File: src/rtl/uart_pkg.sv
// uart_pkg
// Shared definitions for the UART transmit path and its FIFO interface:
//   - state_t      : transmitter FSM state encoding
//   - FIFO_*       : bit masks for the 4-bit Fifo_Status flag vector
//   - DATA_BITS    : payload bits per frame
package uart_pkg;

  typedef enum logic [2:0] {
    IDLE,
    POP,
    LOAD,
    START,
    DATA,
    PARITY,
    STOP
  } state_t;

  localparam logic [3:0] FIFO_EMPTY  = 4'd1;
  localparam logic [3:0] FIFO_FULL   = 4'd2;
  localparam logic [3:0] FIFO_AFULL  = 4'd4;
  localparam logic [3:0] FIFO_AEMPTY = 4'd8;

  localparam int DATA_BITS = 8;

endpackage

File: src/rtl/uart_baud_tick.sv
// uart_baud_tick
// Bit-period counter. Counts 0..Clks_Per_Bit-1 and wraps; restart forces the
// count back to 0 so the next cycle is the first cycle of a fresh bit period.
// Ports:
//   Clk        : clock
//   Reset      : synchronous, active-low reset
//   restart    : load 0 on the next edge
//   tick       : high on the last cycle of a bit period
//   tick_early : high when the following cycle will carry tick (lets callers
//                register an output that must coincide with tick)
module uart_baud_tick #(
  parameter int Clks_Per_Bit = 434
) (
  input  logic Clk,
  input  logic Reset,
  input  logic restart,
  output logic tick,
  output logic tick_early
);

  localparam int W = (Clks_Per_Bit > 1) ? $clog2(Clks_Per_Bit) : 1;
  localparam logic [W-1:0] LAST = W'(Clks_Per_Bit - 1);
  localparam logic [W-1:0] PRE  = W'(Clks_Per_Bit - 2);

  logic [W-1:0] count_reg;

  always_ff @(posedge Clk) begin
    if (!Reset) begin
      count_reg <= '0;
    end else if (restart || tick) begin
      count_reg <= '0;
    end else begin
      count_reg <= count_reg + W'(1);
    end
  end

  assign tick       = (count_reg == LAST);
  // A restart overrides the increment, so the next cycle cannot be LAST.
  assign tick_early = !restart && (count_reg == PRE);

endmodule

File: src/rtl/uart_tx_fifo_drain.sv
// uart_tx_fifo_drain
// UART transmitter that drains the TX FIFO: pops one byte whenever enabled and
// the FIFO is not empty, then sends start, 8 data bits LSB first, optional
// parity, and one stop bit.
// Ports:
//   Clk         : clock
//   Reset       : synchronous, active-low reset
//   Enable      : permits a new frame to start (never aborts one)
//   Fifo_Status : FIFO flags, only the Empty bit is used
//   Fifo_Data   : FIFO read data, valid the cycle after Fifo_Read
//   Fifo_Read   : one-cycle pop strobe
//   Tx          : serial output, idles high
//   Busy        : high from the pop to the end of the stop bit
//   Done        : one-cycle pulse on the final stop-bit cycle
// All outputs come straight from flops; each one is computed from the state
// being entered so it lines up with that state's cycles.
module uart_tx_fifo_drain
  import uart_pkg::*;
#(
  parameter int Clks_Per_Bit = 434,
  parameter bit Parity_En    = 1'b0,
  parameter bit Parity_Odd   = 1'b0
) (
  input  logic       Clk,
  input  logic       Reset,
  input  logic       Enable,
  input  logic [3:0] Fifo_Status,
  input  logic [7:0] Fifo_Data,
  output logic       Fifo_Read,
  output logic       Tx,
  output logic       Busy,
  output logic       Done
);

  localparam int BIT_W = $clog2(DATA_BITS);
  localparam logic [BIT_W-1:0] LAST_BIT = BIT_W'(DATA_BITS - 1);

  state_t                 state_reg, state_next;
  logic [DATA_BITS-1:0]   shift_reg, shift_next;
  logic                   parity_reg, parity_next;
  logic [BIT_W-1:0]       bit_cnt_reg, bit_cnt_next;
  logic                   tx_reg, tx_next;
  logic                   read_reg, read_next;
  logic                   busy_reg, busy_next;
  logic                   done_reg, done_next;

  logic restart;
  logic tick;
  logic tick_early;
  logic empty;
  logic start_ok;

  uart_baud_tick #(
    .Clks_Per_Bit(Clks_Per_Bit)
  ) baud (
    .Clk       (Clk),
    .Reset     (Reset),
    .restart   (restart),
    .tick      (tick),
    .tick_early(tick_early)
  );

  // Empty is only consulted where start_ok is used (IDLE and the last STOP
  // cycle), so a flag that lags the pop by a cycle cannot cause a second pop.
  assign empty    = |(Fifo_Status & FIFO_EMPTY);
  assign start_ok = Enable && !empty;

  always_comb begin
    state_next   = state_reg;
    shift_next   = shift_reg;
    parity_next  = parity_reg;
    bit_cnt_next = bit_cnt_reg;
    restart      = 1'b0;

    case (state_reg)
      IDLE: begin
        if (start_ok) state_next = POP;
      end
      POP: begin
        state_next = LOAD;
      end
      LOAD: begin
        shift_next   = Fifo_Data;
        parity_next  = (^Fifo_Data) ^ Parity_Odd;
        bit_cnt_next = '0;
        restart      = 1'b1;
        state_next   = START;
      end
      START: begin
        if (tick) state_next = DATA;
      end
      DATA: begin
        if (tick) begin
          shift_next = {1'b0, shift_reg[DATA_BITS-1:1]};
          if (bit_cnt_reg == LAST_BIT) begin
            state_next = Parity_En ? PARITY : STOP;
          end else begin
            bit_cnt_next = bit_cnt_reg + BIT_W'(1);
          end
        end
      end
      PARITY: begin
        if (tick) state_next = STOP;
      end
      STOP: begin
        if (tick) state_next = start_ok ? POP : IDLE;
      end
      default: begin
        state_next = IDLE;
      end
    endcase
  end

  always_comb begin
    tx_next = 1'b1;
    case (state_next)
      START:   tx_next = 1'b0;
      DATA:    tx_next = shift_next[0];
      PARITY:  tx_next = parity_next;
      default: tx_next = 1'b1;
    endcase
    read_next = (state_next == POP);
    busy_next = (state_next != IDLE);
    // STOP is always entered with the counter at 0, so tick_early inside
    // STOP marks the cycle before the last stop-bit cycle.
    done_next = (state_next == STOP) && tick_early;
  end

  always_ff @(posedge Clk) begin
    if (!Reset) begin
      state_reg   <= IDLE;
      shift_reg   <= '0;
      parity_reg  <= 1'b0;
      bit_cnt_reg <= '0;
      tx_reg      <= 1'b1;
      read_reg    <= 1'b0;
      busy_reg    <= 1'b0;
      done_reg    <= 1'b0;
    end else begin
      state_reg   <= state_next;
      shift_reg   <= shift_next;
      parity_reg  <= parity_next;
      bit_cnt_reg <= bit_cnt_next;
      tx_reg      <= tx_next;
      read_reg    <= read_next;
      busy_reg    <= busy_next;
      done_reg    <= done_next;
    end
  end

  assign Tx        = tx_reg;
  assign Fifo_Read = read_reg;
  assign Busy      = busy_reg;
  assign Done      = done_reg;

endmodule

File: config.mk
export PLATFORM = sky130hd
export DESIGN_NAME = uart_tx_fifo_drain
export DESIGN_NICKNAME = d
export VERILOG_FILES = /design/src/rtl/uart_pkg.sv /design/src/rtl/uart_baud_tick.sv /design/src/rtl/uart_tx_fifo_drain.sv
export SDC_FILE = /design/constraint.sdc
export NUM_CORES = 1
export LEC_CHECK = 0
export CELL_PAD_IN_SITES_DETAIL_PLACEMENT = 1
export CELL_PAD_IN_SITES_GLOBAL_PLACEMENT = 2
export CORE_MARGIN = 2
export CORE_UTILIZATION = 35
export CTS_CLUSTER_SIZE = 40
export DETAILED_ROUTE_END_ITERATION = 6
export PLACE_DENSITY_LB_ADDON = 0.1
export SLEW_MARGIN = 10
export SYNTH_ARGS = -nofsm -noshare
export SYNTH_HDL_FRONTEND = slang
export SYNTH_SLANG_ARGS = --single-unit
File: constraint.sdc
create_clock -name Clk -period 4.78 [get_ports Clk]
set_input_delay 0.956 -clock Clk [delete_from_list [all_inputs] [get_ports Clk]]
set_output_delay 0.956 -clock Clk [all_outputs]
set_load 0.05 [all_outputs]
; ---- Yosys cells after proc, flatten, opt, wreduce, memory -nomap -nowiden
; Index checks and enable logic that the tools add are counted.
[totals]
ff_bits = 28
output_inout_bits = 4
[op_classes]
addsub = 2
eq_ne = 16
muxes = 16
bitwise = 1
reduce_logical = 13
[op_table]
columns = cell, n
row1 = $mux W3, 8
row2 = $eq A3 B3 Y1 const B, 7
row3 = $pmux W3 S7, 1
row4 = $eq A9 B9 Y1 const B, 2
row5 = $pmux W8 S2, 1
row6 = $add A9 B1 Y9 const B, 1
row7 = $eq A3 B2 Y1 const B, 3
row8 = $mux W8, 1
row9 = $reduce_xor A8 Y1, 1
row10 = $eq A3 B1 Y1 const B, 2
row11 = $pmux W3 S2, 1
row12 = $add A3 B1 Y3 const B, 1
row13 = $logic_and A1 B1 Y1, 3
row14 = $logic_not A3 Y1, 1
row15 = $mux W1, 3
row16 = $pmux W1 S3, 1
row17 = $reduce_and A3 Y1, 1
row18 = $reduce_bool A3 Y1, 1
row19 = $logic_not A1 Y1, 2
row20 = $ne A2 B1 Y1 const B, 1
row21 = $ne A2 B2 Y1 const B, 1
row22 = $reduce_and A2 Y1, 1
row23 = $reduce_bool A2 Y1, 1
row24 = $reduce_or A2 Y1, 1
row25 = other kinds (2), 2

; ---- Depth between registers and ports, before layout
[logic_depth]
word_depth = 7
ltp_mapped = 8
depth_no_buf = 7

; ---- Hierarchy
; Synthesis repeated with hierarchy kept, for this count alone.
[unflattened]
cells_unflattened = 165
area_unflattened_um2 = 1456.4
[modules_own_cells]
columns = mod, n_inst, cells_per_inst, area_each_um2, seq_area_each_um2
row1 = uart_tx_fifo_drain, 1, 116, 1016.0, 380.4
row2 = uart_baud_tick, 1, 49, 440.4, 180.2

; ---- Worst setup path before layout
; Ideal clock, no wire load.
[synth_path]
path_kind = reg-to-reg
from = register baud.count_reg[3]
to = register bit_cnt_reg[1]
arrival_ns = 2.058
path_slack_ns = 2.652
path_stages_with_launch = 8
n_path_buf = 2
period_less_slack_ns = 2.128
path_cell_list = dfxtp_1 or4b_1 buf_2 nor3_4 nor2_2 buf_6 or4b_1 a21boi_1
[synth_via]
elab_chain_len = 3
[synth_lines]
columns = element, line
row1 = from (decl), uart_baud_tick.sv:25  ; logic [W-1:0] count_reg;
row2 = from (signal assigned), uart_baud_tick.sv:33  ; count_reg <= count_reg + W'(1);
row3 = $eq A9 B9 Y1, uart_baud_tick.sv:37  ; assign tick = (count_reg == LAST);
row4 = $ne A2 B1 Y1 (no line), --
row5 = $reduce_and A3 Y1 (no line), --
row6 = to (signal assigned), uart_tx_fifo_drain.sv:143  ; bit_cnt_reg <= bit_cnt_next;
row7 = to (decl), uart_tx_fifo_drain.sv:41  ; logic [BIT_W-1:0] bit_cnt_reg, bit_cnt_next;
; Every way passes these cells.
; A chain may end at the register's enable or synchronous reset.

; ---- Final worst setup path
[layout_path]
from = register state_reg[2]
to = register bit_cnt_reg[2]
[layout_via]
elab_chain_len = 3
word_cells_on_any_way = 7
classes_between = eq/ne: 4 / mux: 1 / reduce/logical: 2
[layout_lines]
columns = element, line
row1 = from (decl), uart_tx_fifo_drain.sv:38  ; state_t state_reg, state_next;
row2 = from (signal assigned), uart_tx_fifo_drain.sv:140  ; state_reg <= state_next;
row3 = $eq A3 B3 Y1 or $eq A3 B2 Y1 (tied branches), uart_tx_fifo_drain.sv:75  ; case (state_reg)
row4 = "$ne A2 B2 Y1 (no line), or another cell as far along", --
row5 = $reduce_and A3 Y1 (no line), --
; Several ways; a longest one is shown, not always the timed one.

==> run summary <==
Status: complete, no violations
Post-synth EDFFs: 0
DR pass1 iterations: 4
Max Cap Viol: 0
CP max stage delay: 0.65 ns
Avg Synthesized Cell Area: 8.72 um2
Post-route ant nets: 0
CTS buffer count: 3
Async S/R FF share, synth: 0
GR Util met2: 0.296
RSZ-0062 raised after global routing: false
Placed cell count: 226
Post-DP HPWL: 2600 um
Main combinational cell family by area after synthesis: simple AND/OR/NAND/NOR gates
Worst ir drop on vdd: 0.186 mV
Min-delay src: shift_reg[5]
Simple-Gate Fraction of Synth Area: 0.243
PD cells: 298 mW/mm2
Hold depth: 2
Critical path launch point type: flip-flop
Max stage delay cell, worst path: dfxtp_1
GRT Total Usage: 0.164
Slew headroom: 0.461
PortBufs: 15
R2R setup slack: 2.26 ns
Initial antenna violation count: 0
Cell Chain, Critical Path: or3b_2, nor3_4, nor2_2, or4b_1, a21boi_0
Worst-Skew Late Latency: 0.28 ns
Largest net degree at the start of global routing: 20
Most crowded layer after global routing: met2
Cell family with most CP delay: simple AND/OR/NAND/NOR gates
Vias in the first global route: 1285
Layout cells sized above 1: 0.0500
Buf+Inv Stages, Crit Path: 0
Max Slew Vio Count: 0
Worst Hold Slack: 0.480 ns
Tcrit/Tclk final: 0.528
Worst Path Max Fanout: 16
GPL Wtd Cong: 0.790
Final #Nets: 201
Initial Utilization: 0.366
Synth Net Count: 189
Final setup TNS: 0 ns
Post-synth cell types: 42
Synthesized cell area: 0.00147 mm2
Synth Instances: 169
Max reg flops: 9
WS Path Type: flip-flop to flip-flop
Worst Clk Skew: 0.00454 ns
CTS H-tree depth: 1
LEAKAGE: 0.616 nW
Placeable Area: 0.00403 mm2
Crit path DAT: 2.73 ns
Postcts setup bufs: 0
Terminus of the critical flop-to-flop path: bit_cnt_reg[2]
Met3 Use GR: 0.0390
Die area: 0.00475 mm2
N_diodes: 0
Final setup fails: 0
I/O Pins: 19
CTS tree: built
Sink Count: 28
WL final: 3470 um
Register area share after synthesis: 0.380
Compound-Gate Fraction of Synth Area: 0.212
Vias per inst: 5.32
Synth warn: 0
Worst-Margin Slew: 0.797 ns
Crit. End Element: flip-flop
Detailed Route Iter0 Violations: 31
Synth Flop Type: dfxtp_1
Reg-to-reg startpoint: state_reg[2]
Post-Synth Adder-Cell Area: 0.0424
CTS root buffer: clkbuf_8
R2R depth: 5
Crit path time final: 2.52 ns
Global-route wire length before repair: 5840 um
Yosys reg bits: 28
Remaining DRCs: 0
Max frequency: 396 MHz
Clock Pin Slew Worst Setup and Hold Paths: 0.10 ns
CTS Hold Bufs: 0
Overflow after GRT: 0
CTS Buffer Depth: 2
Via count: 1224
WP data required: 4.99 ns
Die X: 68.9 um
PostCTS Resize Cnt: 0
Avg WL per Cell: 15.1 um
Die height: 68.9 um
Post-route insts no fill: 230
Area delta synth->final: 15.5%
Worst Hold Class: flip-flop to flip-flop
Post-synthesis mux area share: 0
XOR/XNOR Fraction of Synth Area: 0.0832
Worst Hold End: shift_reg[5]
Met1 Use GR: 0.197
FP Rows: 23
Final hold violations: 0
[power breakdown]
part / switching, mW / internal, mW
logic: 0.0541 / 0.0433
registers: 0.0134 / 0.247
clock network: 0.0758 / 0.0739
total: 0.143 / 0.364
[worst max path at each step]
stage                           start  depth (start not counted)           endpoint  slack, ns
finish                   state_reg[2]                          5     bit_cnt_reg[2]       2.26
global route             state_reg[2]                          5     bit_cnt_reg[2]       2.07
CTS                      state_reg[2]                          5     bit_cnt_reg[2]       2.22
detailed placement              Reset                          3  baud.count_reg[6]       2.17
global placement                Reset                          3  baud.count_reg[6]       2.23
floorplan           baud.count_reg[3]                          7     bit_cnt_reg[1]       2.65
[through the flow]
step           power (mW)  worst slack (ns)   util  instance area, um2
2_1_floorplan       0.331              2.65      -                1470
4_1_cts             0.514              2.22  0.423                1700
3_5_place_dp        0.364              2.17  0.409                1650
6_report            0.507              2.26  0.423                1700
5_1_grt             0.535              2.07  0.423                1700
3_3_place_gp        0.360              2.23  0.409                1650
[cell usage after synthesis (3+ instances only)]
library cell   n  share of area
clkbuf_1       6          0.015
nand3_1        5          0.017
a22oi_1        6          0.031
ha_1           5          0.042
nor3_1         4          0.014
a21boi_0       9          0.046
a21oi_1        3          0.010
nand2_1       16          0.041
and3_1         4          0.017
o21a_1         3          0.015
xnor2_1        9          0.053
and2_1         3          0.013
nor2b_1        3          0.013
dfxtp_1       28           0.38
inv_1          5          0.013
nor2_1        14          0.036
xor2_1         5          0.030
a31oi_1        5          0.021
or4b_1         3          0.020
o21ai_0        5          0.017
nand2b_1       3          0.013
[worst register-to-register path, cell delays in order (launching register included)]
cell	delay [ns]
dfxtp_1	0.65
or3b_2	0.56
nor3_4	0.35
nor2_2	0.19
or4b_1	0.52
a21boi_0	0.18
[cells by family after synthesis]
kind of cell	after synthesis
and+or+nand+nor	66
AOI/OAI and AO/OA	43
DFF	28
xor gates and xnor gates	14
buffers and inverters	13
adders and majority gates	5
[layout by cell type (no fill, tap or decap), types with 2 or more instances in the layout]
cell type and count:
nor2b_1 3, a22oi_1 6, dfxtp_1 28, clkbuf_8 4, nand3b_1 2, xor2_1 5, or4b_1 3, nand4_1 2
and2_1 3, nor2_2 2, nand3_1 5, ha_1 5, and3_1 4, o211a_1 2, o21ai_0 5, nand2b_1 3
clkdlybuf4s50_1 15, a21boi_0 9, a21oi_1 3, nor3_1 4, nor2_1 14, a31oi_1 5, o21a_1 3, xnor2_1 9
inv_1 5, nand2_1 16
[area by class of cell]
type	count	area, um2
Tap cell	50	62.6
Timing Repair Buffer	15	150
Multi-Input combinational cell	128	856
Sequential cell	28	561
Fill cell	496	2330
Inverter	5	18.8
Clock buffer	4	55.1
[metal layers]
| layer | wire length [um] | share of wire |
|---|---|---|
| met5 | 0 | 0 |
| met4 | 17 | 0.0049 |
| met3 | 116 | 0.033 |
| met2 | 1690 | 0.49 |
| met1 | 1640 | 0.47 |
No activity file was read; power rests on OpenSTA's default activity.
